`src/rtl/seq_det_pkg.sv`:
```
// Shared FSM encodings and power-on pattern defaults for the configurable
// sequence detector and its frame controller.
package seq_det_pkg;

  typedef enum logic [1:0] {
    IDLE = 2'b00,
    RUN  = 2'b01,
    DONE = 2'b10
  } state_t;

  localparam logic [4:0] DEFAULT_PATTERN = 5'b10110;
  localparam int         DEFAULT_PLEN    = 5;

endpackage

```
`src/rtl/pattern_matcher.sv`:
```
// Programmable bit-serial matcher: history shift register, fill counter and
// masked compare. Define SEQ_FRAME_OVERLAP_EN for overlapping detection.
module pattern_matcher
  import seq_det_pkg::*;
#(
  parameter int PAT_W = 5,
  parameter int LW    = $clog2(PAT_W + 1)
) (
  input  logic             clk,
  input  logic             reset,
  input  logic             load,
  input  logic [PAT_W-1:0] cfg_pattern,
  input  logic [LW-1:0]    cfg_len,
  input  logic             clear,
  input  logic             shift,
  input  logic             bit_data,
  output logic             match
);

  localparam logic [LW-1:0] RST_PLEN =
    LW'((DEFAULT_PLEN > PAT_W) ? PAT_W : DEFAULT_PLEN);

  logic [PAT_W-1:0] pattern;
  logic [PAT_W-1:0] history;
  logic [PAT_W-1:0] history_next;
  logic [PAT_W-1:0] mask;
  logic [LW-1:0]    plen;
  logic [LW-1:0]    fill;
  logic [LW-1:0]    fill_next;
  logic [LW-1:0]    len_clamped;

  // A zero or oversized length means "use the full pattern width".
  always_comb begin
    len_clamped = cfg_len;
    if (cfg_len == '0 || int'(cfg_len) > PAT_W) len_clamped = LW'(PAT_W);
  end

  always_comb begin
    mask = '0;
    for (int i = 0; i < PAT_W; i++) mask[i] = (i < int'(plen));
  end

  assign history_next = PAT_W'({history, bit_data});
  assign fill_next    = (fill == plen) ? plen : fill + 1'b1;
  assign match        = shift && (fill_next == plen) &&
                        (((history_next ^ pattern) & mask) == '0);

  always_ff @(posedge clk) begin
    if (reset) begin
      pattern <= PAT_W'(DEFAULT_PATTERN);
      plen    <= RST_PLEN;
      history <= '0;
      fill    <= '0;
    end else begin
      if (load) begin
        pattern <= cfg_pattern;
        plen    <= len_clamped;
      end
      if (clear) begin
        history <= '0;
        fill    <= '0;
      end else if (shift) begin
        history <= history_next;
`ifdef SEQ_FRAME_OVERLAP_EN
        fill    <= fill_next;
`else
        fill    <= match ? '0 : fill_next;
`endif
      end
    end
  end

endmodule

```
`src/rtl/seq_frame_ctrl.sv`:
```
// Frame controller: IDLE/RUN/DONE sequencing, bit handshake, frame counter and
// saturating match counter. SEQ_FRAME_OVERLAP_EN selects overlapping matches.
module seq_frame_ctrl
  import seq_det_pkg::*;
#(
  parameter int PAT_W = 5,
  parameter int LEN_W = 8,
  parameter int CNT_W = 8
) (
  input  logic                       clk,
  input  logic                       reset,
  input  logic                       cfg_load,
  input  logic [PAT_W-1:0]           cfg_pattern,
  input  logic [$clog2(PAT_W+1)-1:0] cfg_len,
  input  logic                       start,
  input  logic [LEN_W-1:0]           frame_len,
  input  logic                       bit_valid,
  input  logic                       bit_data,
  output logic                       bit_ready,
  output logic                       busy,
  output logic                       done,
  output logic                       match_pulse,
  output logic [CNT_W-1:0]           match_count,
  output logic [1:0]                 state
);

  // Handshake: a bit transfers on a rising edge where bit_valid and bit_ready
  // are both high; bit_ready depends only on state, never on bit_valid.
  state_t           state_q, state_d;
  logic [LEN_W-1:0] remaining;
  logic             load, go, xfer, match;

  assign load      = cfg_load && (state_q == IDLE);
  assign go        = start && (state_q == IDLE);
  assign bit_ready = (state_q == RUN);
  assign busy      = (state_q == RUN) || (state_q == DONE);
  assign done      = (state_q == DONE);
  assign xfer      = bit_valid && bit_ready;
  assign state     = state_q;

  always_comb begin
    state_d = state_q;
    case (state_q)
      IDLE: if (start) state_d = (frame_len != '0) ? RUN : DONE;
      RUN:  if (xfer && remaining == LEN_W'(1)) state_d = DONE;
      DONE: state_d = IDLE;
      default: state_d = IDLE;
    endcase
  end

  pattern_matcher #(.PAT_W(PAT_W)) u_matcher (
    .clk         (clk),
    .reset       (reset),
    .load        (load),
    .cfg_pattern (cfg_pattern),
    .cfg_len     (cfg_len),
    .clear       (go),
    .shift       (xfer),
    .bit_data    (bit_data),
    .match       (match)
  );

  always_ff @(posedge clk) begin
    if (reset) begin
      state_q     <= IDLE;
      remaining   <= '0;
      match_count <= '0;
      match_pulse <= 1'b0;
    end else begin
      state_q     <= state_d;
      match_pulse <= match;
      if (go) begin
        remaining   <= frame_len;
        match_count <= '0;
      end else if (xfer) begin
        remaining <= remaining - 1'b1;
        if (match && match_count != '1) match_count <= match_count + 1'b1;
      end
    end
  end

endmodule

```
`config.mk`:
```
export PLATFORM = sky130hd
export DESIGN_NAME = seq_frame_ctrl
export DESIGN_NICKNAME = d
export VERILOG_FILES = /design/src/rtl/seq_det_pkg.sv /design/src/rtl/pattern_matcher.sv /design/src/rtl/seq_frame_ctrl.sv
export SDC_FILE = /design/constraint.sdc
export NUM_CORES = 1
export LEC_CHECK = 0
export CAP_MARGIN = 40
export CORE_MARGIN = 3
export CORE_UTILIZATION = 51
export DETAILED_ROUTE_END_ITERATION = 6
export PLACE_DENSITY = 0.77
export SETUP_SLACK_MARGIN = 0.3
export SLEW_MARGIN = 0
export SYNTH_ARGS = -nofsm -noshare
export SYNTH_HDL_FRONTEND = slang
export SYNTH_SLANG_ARGS = --single-unit
```
`constraint.sdc`:
```
create_clock -name clk -period 2.6 [get_ports clk]
set_clock_uncertainty 0.1 [all_clocks]
set_input_delay 0.26 -clock clk [delete_from_list [all_inputs] [get_ports clk]]
set_output_delay 0.26 -clock clk [all_outputs]
set_load 0.02 [all_outputs]
```
==> summary.txt <==
Critical path
  – Worst r2r src: u_matcher.plen[2]$_SDFFE_PP1P_
  – Worst path arrival time: roughly 2400 ps
  – CP max FO: 7
  – Crit-path cells: xor3_1 -> a211o_1 -> a221o_2 -> or4_4 -> a21oi_2
  – Crit path kind: reg -> reg
  – Worst R2R Path Depth: 5
  – CP required: roughly 2700 ps
  – Reg-to-reg slack, setup: between 200 and 300 ps
  – CP startpoint kind: register
  – Setup crit end kind: register
  – Slowest cell delay on critical path: ~500 ps
  – Reg2reg end: match_count[6]$_SDFFE_PP0P_
  – Worst path slowest cell: or4_4

Die
  – Num rows: 21
  – Chip width: ~67 µm
  – IO Pins: 36
  – Core area: ~3400 µm²
  – Die area: ~4400 µm²
  – Chip height: about 67 µm
  – Initial Utilization: 0.544

Finish
  – Multi-input gate area: between 1000 and 1500 µm²
  – Area grow syn2layout: 32.3%
  – Layout fillers: about 270
  – Nets: between 200 and 300
  – Reg area: ~700 µm²
  – Ant diodes: 0
  – Layout cells sized above 1: 0.127

Logic synthesis
  – Mapped cell area: ~1900 µm²
  – Syn. warnings: 0
  – Yosys top cell by area: dfxtp_1
  – Mean Syn Cell Area: between 8 and 9 µm²
  – Synth Register Bits: 34
  – Post-Synthesis Cells: about 220
  – Yosys top cell area share: 0.364
  – Dominant cells by area after synthesis: dfxtp_1, nand2_1, a21oi_1, ha_1, xnor2_1
  – Synth Net Count: approximately 250
  – Distinct cell type count of the synthesized netlist: between 40 and 50
  – Post-synthesis sequential area ratio: 0.364
  – EDFF count, synth: 0
  – Ys async rst share: 0
  – Ys flop type: dfxtp_1

Clocking
  – Worst-path clk slew: 70 ps
  – Num Clock Sinks: 34
  – Worst-Skew Late Latency: around 290 ps
  – CTS tree: yes
  – CTS buffer count: 5
  – Hold_buf cts: 0
  – CTS max path bufs: 2
  – H-Tree Depth: 2
  – Root Driver: clkbuf_8

Timing
  – Hold Worst Slack: between 300 and 400 ps
  – Slew @ Worst Pin: about 490 ps
  – Setup-failing EPs final: 0
  – TNS Setup: 0 ps
  – Endpoints failing hold: 0
  – Period utilisation layout: 0.890
  – Min Clock Period, post-route: around 2300 ps
  – Slew Viols, Final: 0
  – Rel. slew slack: 0.673
  – Peak Freq: roughly 0.43 GHz
  – RSZ-0062 raised after global routing: yes

Place
  – Buffers on Ports: 35
  – Final weighted congestion in routability-driven placement: between 0.7 and 0.8
  – Dpl hpwl: slightly above 3000 µm

Route
  – DRT Pass-1 Iters: 4
  – WL final: around 4500 µm
  – DR vias: between 1500 and 2000
  – Final ANT Viol Nets: 0
  – Vias per cell: around 5.8
  – Initial DRC count: 110
  – Drt wl/cell: between 10 and 15 µm
  – DRC violations left: 0

Run
  – Max-capacitance violation count: 0

Global routing
  – Largest net degree at the start of global routing: 21
  – Global Route Usage Sum: 0.212
  – GRT overflow: 0
  – First-pass GRT wire length: 7190 µm
  – Vias in the first global route: 1685
  – Initial antenna violation count: 0

Power
  – LEAKAGE: 0.000864 µW
  – Maximum vdd ir drop: 0.315 mV
  – PwrDens: approximately 550 nW/µm²
  – Total power: approximately 1400 µW

Worst hold path
  – Hold Path End: u_matcher.history[3]$_SDFFE_PP0P_
  – HP Start: u_matcher.history[3]$_SDFFE_PP0P_
  – Path type of the worst min-delay path: reg -> reg
  – WHS Path Cells: 2

Status
  – Run status: complete, no violations
[area by class of cell]
type                    instances  share of cell area
flip-flops and latches         34               0.279
well taps                      46              0.0232
inverters                       7              0.0106
clock inverters                 1             0.00202
multi-input cells             172               0.472
clock buffers                   7              0.0349
repair buffers                 47               0.178
[critical path, delay by kind of cell, from the launching register on]
family	cells	cell delay, ps
AOI/OAI and AO/OA	3	930
DFF	1	330
xor gates and xnor gates	1	380
and+or+nand+nor	1	500
[stage by stage]
step / util / area (µm²) / std cells / worst slack [ps]
finish: 0.719 / 2480 / 314 / 286
global route: 0.719 / 2480 / 314 / 209
CTS: 0.701 / 2410 / 313 / 301
detailed placement: 0.666 / 2290 / 302 / 116
global placement: 0.663 / 2280 / 301 / 76.2
floorplan: - / 1870 / 224 / 329
[layout by cell type, fill, tap and decap left out, types with 4 or more instances in the layout]
cell,count
nor4_1,5
clkdlybuf4s50_1,35
a21oi_1,17
ha_1,6
nand3_1,10
nand2b_1,5
buf_4,12
nand4_1,4
or4_1,6
dfxtp_1,30
nor2_1,16
clkbuf_8,6
o31ai_1,6
nand2_1,28
xnor2_1,10
a211oi_1,5
a211o_1,7
o21ai_0,5
inv_1,7
[cells by family (layout without fill, tap and decap cells)]
logic type	after synthesis	after routing	share of synthesized area
AO/OA/AOI/OAI	55	56	0.202
adder cells (fa/ha/maj)	7	7	0.0468
flip-flops	34	34	0.364
AND/OR/NAND/NOR	92	92	0.254
buffers and inverters	19	62	0.0441
multiplexers	3	3	0.0160
XOR/XNOR	14	14	0.0735
[repair_timing]
action                                  CTS  global route
pin swaps                                 1             7
gates resized for setup                   3            16
buffers inserted                          2             1
cloned                                    1             0
endpoints found under the setup margin   10            10
[power breakdown]
| part | switching, µW | internal (µW) | total (µW) |
|---|---|---|---|
| sequential | 38.4 | 559 | 598 |
| clock | 193 | 214 | 406 |
| combinational | 190 | 168 | 358 |
| total | 421 | 941 | 1360 |
[cell usage after synthesis, types with 3 or more instances]
library cell	n
nand3_1	10
and3_1	3
inv_1	7
nor2_1	16
a21oi_1	18
o21ai_0	5
o31ai_1	6
nand2_1	28
xnor2_1	10
nand2b_1	5
nor4_1	5
a211oi_1	5
mux2i_1	3
dfxtp_1	34
a311oi_1	3
ha_1	7
and2_1	3
clkbuf_1	7
buf_2	3
nand4_1	4
or4_1	9
a211o_1	7
xor2_1	3
[per-layer routing]
metal  part of all wire  up-vias  GRT usage
met5                  0        -          0
met4              0.015        0     0.0964
met3              0.045        7     0.0506
met2               0.48       45      0.344
met1               0.46      848      0.264
li1                   -      917          -
[flip-flops by register name (all words and copies together) (netlist names)]
| name | count |
|---|---|
| u_matcher.pattern | 5 |
| match_count | 8 |
| u_matcher.history | 4 |
| u_matcher.plen | 3 |
| u_matcher.fill | 3 |
| remaining | 8 |
| state | 2 |
| match_pulse | 1 |
[how the worst max path moves through the flow]
stage,to,startpoint,slack (ps)
3_5_place_dp,match_count[6]$_SDFFE_PP0P_,u_matcher.fill[0]$_SDFFE_PP0P_,120
4_1_cts,match_count[6]$_SDFFE_PP0P_,u_matcher.fill[1]$_SDFFE_PP0P_,300
3_3_place_gp,u_matcher.fill[1]$_SDFFE_PP0P_,bit_data,80
6_report,match_count[6]$_SDFFE_PP0P_,u_matcher.plen[2]$_SDFFE_PP1P_,290
5_1_grt,match_count[6]$_SDFFE_PP0P_,u_matcher.plen[2]$_SDFFE_PP1P_,210
2_1_floorplan,match_count[2]$_SDFFE_PP0P_,state[0]$_SDFFE_PP0P_,330
(Power assumes the default switching activity.)
